<file path="src/rtl/frame_stream_mux.sv">
// Frame-aware stream selector with synchronised select/shift and pixel windowing.
// Optional statistics counters enabled by FRAME_STREAM_MUX_STATS_EN.
module frame_stream_mux #(
  parameter int N_CH    = 3,
  parameter int SEL_W   = 2,
  parameter int DATA_W  = 10,
  parameter int OUT_W   = 8,
  parameter int SHIFT_W = 2
) (
  input  logic                     clk,
  input  logic                     reset,
  input  logic [SEL_W-1:0]         sel,
  input  logic [SHIFT_W-1:0]       shift,
  input  logic [N_CH-1:0]          in_valid,
  input  logic [N_CH*DATA_W-1:0]   in_data,
  input  logic [N_CH-1:0]          in_sop,
  input  logic [N_CH-1:0]          in_eop,
  output logic                     out_valid,
  output logic                     out_sop,
  output logic                     out_eop,
  output logic [OUT_W-1:0]         out_data,
  output logic [SEL_W-1:0]         active_ch,
  output logic                     in_frame,
  output logic [15:0]              frame_cnt,
  output logic [15:0]              err_cnt
);

  localparam int MAX_S = DATA_W - OUT_W;
  localparam logic [SHIFT_W-1:0] MAX_S_W = SHIFT_W'(MAX_S);

  typedef enum logic {IDLE, IN_FRAME} state_e;

  state_e             state_q, state_d;
  logic [SEL_W-1:0]   sel_m_q, sel_s_q;
  logic [SHIFT_W-1:0] shift_m_q, shift_s_q;
  logic [SEL_W-1:0]   active_ch_q, active_ch_d;
  logic [SHIFT_W-1:0] shift_lat_q, shift_lat_d;
  logic               out_valid_q, out_valid_d;
  logic               out_sop_q, out_sop_d;
  logic               out_eop_q, out_eop_d;
  logic [OUT_W-1:0]   out_data_q, out_data_d;

  logic [SEL_W-1:0]   req_ch, cur_ch;
  logic [SHIFT_W-1:0] cur_shift, s_eff;
  logic               beat_v, beat_sop, beat_eop;
  logic [DATA_W-1:0]  pix, shifted;
  logic [OUT_W-1:0]   pix_out;

  // Out-of-range selects fall back to channel 0
  assign req_ch    = (int'(sel_s_q) >= N_CH) ? '0 : sel_s_q;
  assign cur_ch    = (state_q == IDLE) ? req_ch : active_ch_q;
  assign cur_shift = (state_q == IDLE) ? shift_s_q : shift_lat_q;

  assign beat_v   = in_valid[cur_ch];
  assign beat_sop = in_sop[cur_ch];
  assign beat_eop = in_eop[cur_ch];
  assign pix      = in_data[cur_ch*DATA_W +: DATA_W];

  assign s_eff   = (cur_shift > MAX_S_W) ? MAX_S_W : cur_shift;
  assign shifted = pix >> s_eff;
  assign pix_out = (|(shifted >> OUT_W)) ? '1 : shifted[OUT_W-1:0];

  always_comb begin
    state_d     = state_q;
    active_ch_d = active_ch_q;
    shift_lat_d = shift_lat_q;
    out_valid_d = 1'b0;
    out_sop_d   = 1'b0;
    out_eop_d   = 1'b0;
    out_data_d  = out_data_q;
    if (beat_v) begin
      unique case (state_q)
        IDLE: begin
          if (beat_sop) begin
            out_valid_d = 1'b1;
            out_sop_d   = 1'b1;
            out_eop_d   = beat_eop;
            out_data_d  = pix_out;
            active_ch_d = req_ch;
            shift_lat_d = shift_s_q;
            if (!beat_eop) state_d = IN_FRAME;
          end
        end
        IN_FRAME: begin
          out_valid_d = 1'b1;
          out_sop_d   = beat_sop;
          out_eop_d   = beat_eop;
          out_data_d  = pix_out;
          if (beat_eop) state_d = IDLE;
        end
        default: ;
      endcase
    end
  end

  always_ff @(posedge clk) begin
    if (reset) begin
      state_q     <= IDLE;
      sel_m_q     <= '0;
      sel_s_q     <= '0;
      shift_m_q   <= '0;
      shift_s_q   <= '0;
      active_ch_q <= '0;
      shift_lat_q <= '0;
      out_valid_q <= 1'b0;
      out_sop_q   <= 1'b0;
      out_eop_q   <= 1'b0;
      out_data_q  <= '0;
    end else begin
      state_q     <= state_d;
      sel_m_q     <= sel;
      sel_s_q     <= sel_m_q;
      shift_m_q   <= shift;
      shift_s_q   <= shift_m_q;
      active_ch_q <= active_ch_d;
      shift_lat_q <= shift_lat_d;
      out_valid_q <= out_valid_d;
      out_sop_q   <= out_sop_d;
      out_eop_q   <= out_eop_d;
      out_data_q  <= out_data_d;
    end
  end

  assign out_valid = out_valid_q;
  assign out_sop   = out_sop_q;
  assign out_eop   = out_eop_q;
  assign out_data  = out_data_q;
  assign active_ch = active_ch_q;
  assign in_frame  = (state_q == IN_FRAME);

`ifdef FRAME_STREAM_MUX_STATS_EN
  logic        frame_inc, err_inc;
  logic [15:0] frame_cnt_q, frame_cnt_d;
  logic [15:0] err_cnt_q, err_cnt_d;

  // Errors: headless beat in IDLE, or a restart sop inside a frame
  assign frame_inc = out_valid_d && beat_eop;
  assign err_inc   = beat_v &&
                     ((state_q == IDLE) ? !beat_sop : beat_sop);

  always_comb begin
    frame_cnt_d = frame_cnt_q;
    err_cnt_d   = err_cnt_q;
    if (frame_inc && frame_cnt_q != 16'hFFFF)
      frame_cnt_d = frame_cnt_q + 16'd1;
    if (err_inc && err_cnt_q != 16'hFFFF)
      err_cnt_d = err_cnt_q + 16'd1;
  end

  always_ff @(posedge clk) begin
    if (reset) begin
      frame_cnt_q <= '0;
      err_cnt_q   <= '0;
    end else begin
      frame_cnt_q <= frame_cnt_d;
      err_cnt_q   <= err_cnt_d;
    end
  end

  assign frame_cnt = frame_cnt_q;
  assign err_cnt   = err_cnt_q;
`else
  assign frame_cnt = '0;
  assign err_cnt   = '0;
`endif

endmodule
</file>
<file path="config.mk">
export PLATFORM = sky130hd
export DESIGN_NAME = frame_stream_mux
export DESIGN_NICKNAME = d
export VERILOG_FILES = /design/src/rtl/frame_stream_mux.sv
export SDC_FILE = /design/constraint.sdc
export NUM_CORES = 1
export LEC_CHECK = 0
export BUFFER_PORTS_ARGS = -buffer_cell sky130_fd_sc_hd__buf_2
export CAP_MARGIN = 10
export CELL_PAD_IN_SITES_DETAIL_PLACEMENT = 0
export CELL_PAD_IN_SITES_GLOBAL_PLACEMENT = 1
export CORE_MARGIN = 1.5
export CORE_UTILIZATION = 32
export CTS_BUF_LIST = sky130_fd_sc_hd__clkbuf_16
export DETAILED_ROUTE_END_ITERATION = 16
export PLACE_DENSITY = 0.83
export SLEW_MARGIN = 30
export SYNTH_ARGS = -nofsm -noshare
export SYNTH_HDL_FRONTEND = slang
export SYNTH_SLANG_ARGS = --single-unit
</file>
<file path="constraint.sdc">
create_clock -name clk -period 2.2 [get_ports clk]
set_clock_uncertainty 0.1 [all_clocks]
set_input_delay 0.44 -clock clk [delete_from_list [all_inputs] [get_ports clk]]
set_output_delay 0.44 -clock clk [all_outputs]
set_load 0.05 [all_outputs]
</file>
* Word-level counts from Yosys, hierarchy flattened *
Index checks and enable logic that the tools add are counted.

storage, ports and cells
  output and inout bits = 46
  bits of input ports = 45
  register bits after elaboration = 24

operators by class
  magnitude comparators = 3
  reductions and logical operators = 4
  multiply operators = 1
  shift-type cells = 2
  bitwise operators = 2
  eq/ne operators = 1
  multiplexer cells = 21

operators with widths
  cell                 count
  $shiftx 30x7->10     1
  $mux 8               2
  $pmux 8 s2           1
  $shr 10x2->10        1
  $mux 2               4
  $pmux 1 s2           4
  $mux 1               7
  $bmux 1 s2           3
  $mul 2x3->5 const B  1
  $reduce_or 2->1      2
  $lt 2x3->1 const B   1
  $reduce_and 3->1     1
  $ge 2x2->1 const B   1
  $gt 2x2->1 const B   1
  $ne 2x2->1 const B   1
  $not 1->1            2
  $reduce_and 2->1     1

* Depth between registers and ports, before layout *
  depth in word-level cells = 10
  gate-level depth with buffers = 8

* Least setup slack after synthesis *
No wires, ideal clock.

  kind = register -> register
  start point = register state_q (netlist: in_frame)
  end point = register out_data_q[0] (netlist: out_data[0])
  period minus slack after synthesis = 2286 ps
  arrival = 2095 ps
  slack = -86 ps
  cell stages (with the launch flop) = 7
  path buffers = 2
  cell sequence = dfxtp_1 > buf_6 > buf_4 > mux2_4 > or4_1 > o211a_1 > a311oi_1

on the way
  longest elaborated chain between the ends = 8
  elaborated cells between the ends (all ways) = 18
  classes of those cells = 1 x mul; 1 x order compare; 1 x eq/ne; 2 x shift; 10 x mux; 1 x bitwise; 2 x reduce/logical

ends and longest elaborated chain
  element                                     RTL line  RTL
  from (decl)                                 33        state_e state_q, state_d;
  from (signal assigned)                      110       state_q <= state_d;
  $mux 2 (on tied branches)                   51, 52
  $mul 2x3->5 or $gt 2x2->1 (tied branches)   57, 59
  $shiftx 30x7->10 or $mux 2 (tied branches)  57, 59
  $shr 10x2->10                               60        assign shifted = pix >> s_eff;
  $reduce_or 2->1                             61        assign pix_out = (|(shifted >> OUT_W)) ? '1 : shifted[OUT_W-1:0];
  $mux 8                                      61
  $mux 8                                      74        if (beat_sop) begin
  $pmux 8 s2                                  72        unique case (state_q)
  to (signal assigned)                        120       out_data_q <= out_data_d;
  to (decl)                                   41        logic [OUT_W-1:0] out_data_q, out_data_d;

Parallel ways exist; a longest one is shown, timed or not. The select of a mux whose other input is x is not followed.
A chain may end at the register's enable or synchronous reset.

* Worst setup path after layout *
  start point = register state_q (netlist: in_frame)
  end point = register out_data_q[3] (netlist: out_data[3])

The elaborated chain is that of the path after synthesis.

==> results.json <==
{
  "synth_area_leaders": "dfxtp_1 26%, buf_4 14%, mux2i_1 6.9%",
  "max_freq_ghz": 0.482,
  "r2r-start": "in_frame$_SDFFE_PP0P_",
  "min_period_ps": 2070,
  "cap_violations": 0,
  "use_met2_pct": 26.3,
  "gp_congestion": 0.861,
  "drtPass1Iterations": 4,
  "critPathBufInv": 0,
  "r2r-end": "out_data[3]$_SDFFE_PP0P_",
  "clk_latency_ps": 260,
  "syn_area_um2": 1880,
  "drt-total-wl_mm": 4.98,
  "synth_commonest_cells": "35 x buf_4, 29 x nand2_1, 24 x dfxtp_1",
  "slowest_stage": "dfxtp_4",
  "cp.arrival_ps": 2130,
  "setup-tns-final_ps": 0,
  "die_w_um": 79.6,
  "hold_class": "in -> reg",
  "cts-buffers-inserted": 3,
  "finalSetupViolations": 0,
  "worstSetupStartpoint": "in_frame$_SDFFE_PP0P_",
  "ios": 91,
  "power.density_nw_per_um2": 598,
  "grt_overflow_total": 0,
  "met1_usage_pct": 19.4,
  "place_hpwl_mm": 3.94,
  "synth.distinct_cells": 54,
  "grt_max_degree": 24,
  "holdWs_ps": 288,
  "fillCellCount": 608,
  "avgSynthCellArea_um2": 7.92,
  "hold_violations": 0,
  "r2r_cells": 6,
  "dieArea_um2": 6330,
  "ys_seq_area_share_pct": 25.6,
  "cp_cell_sequence": "nor3b_4 -> nor2_4 -> or3_1 -> a311oi_4 -> nand3b_1 -> a31o_1",
  "first_iter_violations": 172,
  "netlist.area_leader.share_pct": 25.6,
  "cts_max_path_buffers": 2,
  "utilization_pct": 41.5,
  "initial_core_util_pct": 33.7,
  "gr-usage-all-layers_pct": 15.6,
  "antenna_found_initial": 0,
  "vias": 1848,
  "drive_gt1_share_pct": 30.0,
  "path_max_fanout": 10,
  "crit_end": "out_data[3]$_SDFFE_PP0P_",
  "synth-seq-cells": 24,
  "use_met3_pct": 3.43,
  "rsz0062_at_grt": "no",
  "fin_cells": 375,
  "p_leak_nw": 1.06,
  "grt_pass1_wl_mm": 7.67,
  "ir_drop_uv": 261,
  "avgViaCountPerCell": 4.93,
  "crit_cells": 6,
  "post-route-period-util_pct": 94.2,
  "core_um2": 5570,
  "status": "completed",
  "port_buffers": 58,
  "worstSetupEndpointType": "flip-flop",
  "path_delay_family": "simple AND/OR/NAND/NOR gates",
  "synth_warnings": 0,
  "ctsHoldBuffers": 0,
  "criticalPathCategory": "reg -> reg",
  "ant_nets": 0,
  "syn_to_final_growth_pct": 23.3,
  "fp.dieH_um": 79.6,
  "ys.flop_type": "dfxtp_1",
  "netlist_instances": 237,
  "rows": 27,
  "gr-max-usage-layer": "met2",
  "cts_max_level": 1,
  "antenna_cells": 0,
  "synth_edf_count": 0,
  "grt_pass1_vias": 1655,
  "clkTransAtPathRegs_ps": 60,
  "slew_violations": 0,
  "yosysMostFrequentCell": "buf_4",
  "rrSetupSlack_ps": 130,
  "avgRoutedWirePerCell_um": 13.3,
  "slowest_delay_ps": 390,
  "yosysTopAreaCell": "dfxtp_1",
  "nNetsFinal": 349,
  "synthArstFlopShare_pct": 0,
  "cts_tree": "yes",
  "clkSinkCount": 24,
  "place_inst": 370,
  "drc": 0,
  "root_buffer": "clkbuf_16",
  "crit_required_ps": 2260,
  "cp-start-kind": "flip-flop"
}
==> report_power, final <==
part	total, mW	switching [mW]	internal [mW]
logic	0.497	0.347	0.150
clock network	0.401	0.157	0.243
registers	0.486	0.0207	0.465
==> registers in the layout, summed over array words and instances, names as in the netlist <==
register / cells
shift_lat_q: 2
shift_m_q: 2
out_sop: 1
shift_s_q: 2
out_data: 8
active_ch: 2
sel_s_q: 2
in_frame: 1
out_valid: 1
out_eop: 1
sel_m_q: 2
==> repair_timing <==
item	CTS	global route
cloned	0	0
buffers inserted	0	1
resized for setup	1	5
pin swaps	0	1
endpoints found under the hold margin	0	0
endpoints found under the setup margin	1	6
==> metrics by stage <==
| step | area [um2] | power [mW] | setup slack (ps) |
|---|---|---|---|
| floorplan | 1990 | 0.899 | 45.2 |
| global route | 2310 | 1.45 | 4.38 |
| finish | 2310 | 1.38 | 127 |
| global placement | 2200 | 0.985 | -6.17 |
| detailed placement | 2200 | 0.986 | 6.74 |
| CTS | 2290 | 1.39 | 24.6 |
==> kinds of logic (layout without fill, tap and decap cells) <==
group	after synthesis	in the layout	synth area share (%)
AOI/OAI and AO/OA	59	59	22.0
buffers and inverters	45	80	16.6
DFF	24	24	25.6
muxes	16	16	8.93
other	1	32	0.200
and+or+nand+nor	92	92	26.7
==> worst min-delay path by stage <==
stage	from	endpoint	cells past startpoint
after CTS	shift[1]	shift_m_q[1]$_SDFF_PP0_	2
after floorplan	sel_m_q[0]$_SDFF_PP0_	sel_s_q[0]$_SDFF_PP0_	1
after global routing	sel[1]	sel_m_q[1]$_SDFF_PP0_	2
final	shift[0]	shift_m_q[0]$_SDFF_PP0_	2
after detailed placement	shift_m_q[0]$_SDFF_PP0_	shift_s_q[0]$_SDFF_PP0_	1
after global placement	shift_m_q[1]$_SDFF_PP0_	shift_s_q[1]$_SDFF_PP0_	1
==> cell usage in the layout (no fill, tap or decap), types with 2 or more instances in the layout <==
cell,n
o22ai_2,2
a31oi_1,2
or3_1,4
a32oi_1,2
conb_1,32
nor3b_1,5
clkinv_1,2
mux2i_1,13
nand3b_1,4
buf_4,14
a41o_1,3
buf_2,58
nand3_1,4
o21ai_1,3
nand2b_1,8
nor3_1,5
a22oi_1,2
o21ai_0,9
or4_1,2
nor2_1,13
nand2_1,29
nor2b_1,10
clkbuf_16,3
dfxtp_1,22
o21a_1,2
o311ai_0,3
o211ai_1,2
a21oi_1,14
a311oi_1,3
==> per-layer routing <==
layer,share of wire (%),wire length (um)
met5,0,0
met4,1.2,61
met3,7.8,388
met2,47,2330
met1,44,2200
==> layout make-up <==
cell class | instances | area [um2] | share of cell area (%)
Sequential cell | 24 | 485 | 21.0
Timing Repair Buffer | 74 | 427 | 18.4
Multi-Input combinational cell | 199 | 1220 | 52.9
Clock inverter | 1 | 3.75 | 0.162
Clock buffer | 3 | 75.1 | 3.24
Inverter | 2 | 7.51 | 0.324
Tap cell | 72 | 90.1 | 3.89
Note: power is estimated with default switching activity, not from simulation.
